$ cat src/rtl/alu_mult_seq_pkg.sv
// Shared constants for the sequential multiplier:
// ALU function codes and multiplier FSM state encoding.
package alu_mult_seq_pkg;

    localparam logic [5:0] FN_ADD   = 6'd32;
    localparam logic [5:0] FN_SUB   = 6'd34;
    localparam logic [5:0] FN_AND   = 6'd36;
    localparam logic [5:0] FN_OR    = 6'd37;
    localparam logic [5:0] FN_SLT   = 6'd42;
    localparam logic [5:0] FN_MULTU = 6'd25;

    localparam logic [1:0] S_IDLE = 2'd0;
    localparam logic [1:0] S_CALC = 2'd1;
    localparam logic [1:0] S_DONE = 2'd2;

endpackage

$ cat src/rtl/mult_seq_cnt.sv
// Iteration counter for the shift-and-add multiplier.
// Ports: clk, reset (async high), clr, en; tc_o high when count == WIDTH-1.
module mult_seq_cnt #(
    parameter int WIDTH = 32,
    parameter int CNT_W = 6
) (
    input  logic clk,
    input  logic reset,
    input  logic clr,
    input  logic en,
    output logic tc_o
);

    logic [CNT_W-1:0] cnt_q;
    logic [CNT_W-1:0] cnt_d;

    always_comb begin
        cnt_d = cnt_q;
        if (clr) begin
            cnt_d = '0;
        end else if (en) begin
            cnt_d = cnt_q + 1'b1;
        end
    end

    always_ff @(posedge clk or posedge reset) begin
        if (reset) begin
            cnt_q <= '0;
        end else begin
            cnt_q <= cnt_d;
        end
    end

    assign tc_o = (cnt_q == CNT_W'(WIDTH - 1));

endmodule

$ cat src/rtl/alu_mult_seq.sv
// Sequences the shared external ALU to compute an unsigned
// WIDTH x WIDTH multiply (MULTU) by shift-and-add over WIDTH cycles.
// Ports: clk, reset (async high); start/funct/dataA/dataB request;
// busy/done/illegal status; hi/lo product; alu_a/alu_b/alu_signal
// drive the ALU, alu_result/alu_cout return its sum.
// Optional: define MULT_ZERO_SKIP_EN to finish at once on zero operands.
module alu_mult_seq
    import alu_mult_seq_pkg::*;
#(
    parameter int WIDTH = 32,
    parameter int CNT_W = 6
) (
    input  logic             clk,
    input  logic             reset,
    input  logic             start,
    input  logic [5:0]       funct,
    input  logic [WIDTH-1:0] dataA,
    input  logic [WIDTH-1:0] dataB,
    output logic             busy,
    output logic             done,
    output logic             illegal,
    output logic [WIDTH-1:0] hi,
    output logic [WIDTH-1:0] lo,
    output logic [WIDTH-1:0] alu_a,
    output logic [WIDTH-1:0] alu_b,
    output logic [5:0]       alu_signal,
    input  logic [WIDTH-1:0] alu_result,
    input  logic             alu_cout
);

    logic [1:0]       state_q, state_d;
    logic [WIDTH-1:0] hi_q, hi_d;
    logic [WIDTH-1:0] lo_q, lo_d;
    logic [WIDTH-1:0] mcand_q, mcand_d;
    logic             illegal_q, illegal_d;
    logic             is_idle, is_calc;
    logic             accept, zero_op, tc;

    assign is_idle = (state_q == S_IDLE);
    assign is_calc = (state_q == S_CALC);
    assign accept  = is_idle && start && (funct == FN_MULTU);

`ifdef MULT_ZERO_SKIP_EN
    assign zero_op = (dataA == '0) || (dataB == '0);
`else
    assign zero_op = 1'b0;
`endif

    mult_seq_cnt #(
        .WIDTH (WIDTH),
        .CNT_W (CNT_W)
    ) u_cnt (
        .clk   (clk),
        .reset (reset),
        .clr   (is_idle),
        .en    (is_calc),
        .tc_o  (tc)
    );

    always_ff @(posedge clk or posedge reset) begin
        if (reset) begin
            state_q <= S_IDLE;
        end else begin
            state_q <= state_d;
        end
    end

    always_comb begin
        state_d = state_q;
        unique case (state_q)
            S_IDLE: if (accept) state_d = zero_op ? S_DONE : S_CALC;
            S_CALC: if (tc) state_d = S_DONE;
            S_DONE: state_d = S_IDLE;
            default: state_d = S_IDLE;
        endcase
    end

    always_comb begin
        busy  = is_calc;
        done  = (state_q == S_DONE);
        alu_a = '0;
        alu_b = '0;
        if (is_calc) begin
            alu_a = hi_q;
            alu_b = lo_q[0] ? mcand_q : '0;
        end
    end

    assign alu_signal = FN_ADD;

    // Sum of partial and (multiplier bit ? mcand : 0), carry included,
    // shifts right one place into {hi,lo} consuming one multiplier bit.
    always_comb begin
        hi_d      = hi_q;
        lo_d      = lo_q;
        mcand_d   = mcand_q;
        illegal_d = is_idle && start && (funct != FN_MULTU);
        if (accept) begin
            mcand_d = dataA;
            hi_d    = '0;
            lo_d    = zero_op ? '0 : dataB;
        end else if (is_calc) begin
            {hi_d, lo_d} = {alu_cout, alu_result, lo_q[WIDTH-1:1]};
        end
    end

    always_ff @(posedge clk or posedge reset) begin
        if (reset) begin
            hi_q      <= '0;
            lo_q      <= '0;
            mcand_q   <= '0;
            illegal_q <= 1'b0;
        end else begin
            hi_q      <= hi_d;
            lo_q      <= lo_d;
            mcand_q   <= mcand_d;
            illegal_q <= illegal_d;
        end
    end

    assign hi      = hi_q;
    assign lo      = lo_q;
    assign illegal = illegal_q;

endmodule

$ cat config.mk
export PLATFORM = sky130hd
export DESIGN_NAME = alu_mult_seq
export DESIGN_NICKNAME = d
export VERILOG_FILES = /design/src/rtl/alu_mult_seq_pkg.sv /design/src/rtl/mult_seq_cnt.sv /design/src/rtl/alu_mult_seq.sv
export SDC_FILE = /design/constraint.sdc
export NUM_CORES = 1
export LEC_CHECK = 0
export CAP_MARGIN = 20
export CORE_ASPECT_RATIO = 0.5
export CORE_MARGIN = 3
export CORE_UTILIZATION = 41
export DETAILED_ROUTE_END_ITERATION = 10
export HOLD_SLACK_MARGIN = 0.05
export PLACE_DENSITY = 0.87
export SYNTH_ARGS = -nofsm -noshare
export SYNTH_HDL_FRONTEND = slang
export SYNTH_HIERARCHICAL = 1
export SYNTH_SLANG_ARGS = --single-unit
$ cat constraint.sdc
create_clock -name clk -period 4.1 [get_ports clk]
set_input_delay 1.23 -clock clk [delete_from_list [all_inputs] [get_ports clk]]
set_output_delay 1.23 -clock clk [all_outputs]
set_load 0.02 [all_outputs]
==> results.ini <==
[synthesis]
avgSynthCellArea_um2=11.7
syn_area_um2=5090
yosys_register_bits=105
async_flop_share_pct=100
edff_count_synth=0
post_synth_num_cell_types=30
synth-main-ff-cell=dfrtp_1
synth.yosys.seq_area_share_pct=51.6
synthesis.yosys.warnings=6
syn-instance-count=434

[timing]
rsz0062_at_grt=false
setup_tns_ns=0
setup_viol_count_final=0
fin_crit_ns=3.53
fmaxAchievable_mhz=283
final.setup_skew_ns=0.00605
layout_worst_path_cycle_share_pct=86.1
timing.max_slew.rel_slack_pct=46.4
timing.final.hold_violations=0
tightest_slew_ns=0.804
final_max_slew_viol_count=0

[run_status]
run_status=complete, no violations

[place]
port_buffers=236
half_perimeter_wire_length_of_the_detailed_placement_result_um=9960
gp_congestion=0.772

[clocking]
h-tree-depth=3
clock_sink_count=105
cts-buffers-inserted=9
clock_slew_at_reported_path_ffs_ns=0.07
cts_repair_resize_count=0
cts_setup_buffers=0
cts-hold-fix-buffers=0
cts_tree=done
clk_latency_ns=0.34
cts.path.max_buffers=2
cts.root.buffer_cell=clkbuf_16

[global_routing]
grt_antenna_before_repair=0
grt_start_max_net_pins=57
grt-ovfl-total=0
grt_use_total_pct=19.5
grt_pass1_vias=4161
wire_length_of_the_first_global_routing_pass_um=21700

[setup_path]
timing.critical_path.to_type=output pin
worst_setup_path_startpoint=state_q[1]
critical_path.max_fanout=30
r2r-start=state_q[1]
cp_data_required_time_ns=2.87
crit_type=reg -> out
worstPathArrival_ns=2.30
cp_endpoint=alu_b[7]
rrSetupSlack_ns=1.88
critPathLaunchType=flop
worst-r2r-cell-count=4
rr_endpoint=hi[25]

[drt]
met3RoutedLength_um=671
route.met2.wl_um=7270
drt-wirelength-per-cell_um=16.2
vias=3963
met1Wirelength_um=5170
drc_errors=0
postRouteWirelength_um=13400
highest_layer=met4
drt_iter0_markers=300
post_drt_via_cell_ratio=4.80
dr.pass1.iters=4
post_detailed_route_count_of_antenna_violating_nets=0

[power]
cellLeakagePower_nw=3.42
irDropWorstVdd_mv=0.315
pwr_density_cell_nw_per_um2=474
totalPowerFinal_mw=3.67

[floorplan]
area_enclosed_by_the_die_boundary_um2=13900
pin_count=243
initial_utilization_pct=42.5
fp-row-count=28
die_x_um=164
die_y_um=84.8
core_area_um2=12000

[final_layout]
regArea_um2=2630
syn_to_final_growth_pct=52.2
final_net_count=762
final_core_utilization_pct=64.7
drive_above_1_share_pct=16.2
fill_cell_instance_count_of_the_final_layout=906
num_antenna_cells=0
area_of_combinational_cells_with_multiple_inputs_um2=2170

[worst_hold_path]
hp-class=reg -> reg

[flow_run]
max_cap_viol_count=0

## report_power, final
group	total, mW	switching (mW)	internal, mW
registers	1.46	0.195	1.27
clock network	0.856	0.366	0.490
logic	1.35	0.611	0.743
total	3.67	1.17	2.50
## synth_stat cells, types with 2 or more instances
| library cell | count | area (µm²) |
|---|---|---|
| xor2_1 | 3 | 26.3 |
| nand2_1 | 68 | 255 |
| a21oi_1 | 34 | 170 |
| clkbuf_1 | 11 | 41.3 |
| inv_1 | 2 | 7.51 |
| buf_4 | 9 | 67.6 |
| nor2b_1 | 2 | 12.5 |
| o21ai_0 | 2 | 10.0 |
| mux2_1 | 17 | 191 |
| conb_1 | 2 | 7.51 |
| and3_1 | 32 | 200 |
| buf_6 | 10 | 113 |
| buf_12 | 3 | 60.1 |
| nand4_2 | 2 | 25.0 |
| dfrtp_1 | 105 | 2630 |
| buf_2 | 4 | 20.0 |
| mux2_2 | 64 | 721 |
| nor2_1 | 6 | 22.5 |
| mux2_4 | 15 | 225 |
| and2_1 | 33 | 206 |
## per-stage QoR
step | std cells | hold WS, ns | setup WS, ns | instance area (µm²)
after floorplan | 438 | 0.473 | 0.280 | 5110
after global placement | 809 | 0.481 | 0.907 | 7460
after detailed placement | 809 | 0.489 | 0.869 | 7460
after CTS | 825 | 0.505 | 0.579 | 7750
after global routing | 825 | 0.512 | 0.452 | 7750
final | 825 | 0.501 | 0.568 | 7750
## worst min-delay path by stage
stage | slack (ns) | cells past startpoint | to | start
CTS | 0.50 | 1 | mcand_q[25] | mcand_q[25]
detailed placement | 0.49 | 1 | mcand_q[25] | mcand_q[25]
global placement | 0.48 | 1 | mcand_q[21] | mcand_q[21]
global route | 0.51 | 1 | mcand_q[13] | mcand_q[13]
finish | 0.50 | 1 | mcand_q[1] | mcand_q[1]
floorplan | 0.47 | 1 | mcand_q[19] | mcand_q[19]
## kinds of logic (layout without fill, tap and decap cells)
group           after synthesis  in the layout  share of synthesized area [%]
simple gates                149            149                           15.1
flops                       105            105                           51.6
mux                          97             97                           22.5
buf+inv                      40            262                           6.19
compound gates               36             36                           3.54
xor+xnor                      4              4                          0.688
other cells                   2              6                          0.147
fa+ha+maj                     1              1                          0.246
## routing by layer
layer / up-vias / track usage, %
met5: - / 0
met4: 0 / 5.22
met3: 21 / 4.29
met2: 116 / 36.8
met1: 1937 / 22.4
li1: 1889 / -
## state kept, by name (all words and copies together), names as in the netlist
signal	cells
lo	32
hi	32
u_cnt/cnt_q	6
state_q	2
illegal	1
mcand_q	32
## cell usage in the layout (no fill, tap or decap), drive strengths merged
master / instances
mux2: 96
nor3: 1
nand2: 68
o21ai: 2
or3: 1
xor2: 3
and3: 32
and2: 33
bufinv: 1
nand2b: 1
ha: 1
clkinv: 3
xnor2: 1
and4bb: 1
clkbuf: 11
buf: 7
inv: 4
mux2i: 1
and4: 1
nor2: 6
nor2b: 2
nand4: 3
conb: 6
dfrtp: 105
a21oi: 34
clkdlybuf4s50: 236
## cell type report
type                       count  area share, %
tap                          165           2.66
timing repair buffer         243           31.5
clock inverter                 5          0.694
multi-input combinational    293           27.9
inverter                       3          0.210
sequential                   105           33.9
clock buffer                  11           3.13
## critical path, stage by stage, from the launching register on
cell and delay [ns]:
dfrtp_1 0.39, nand2b_1 0.20, inv_4 0.28, buf_4 0.29, and3_1 0.20, clkdlybuf4s50_1 0.61
Power figures use the tool's default switching activity.
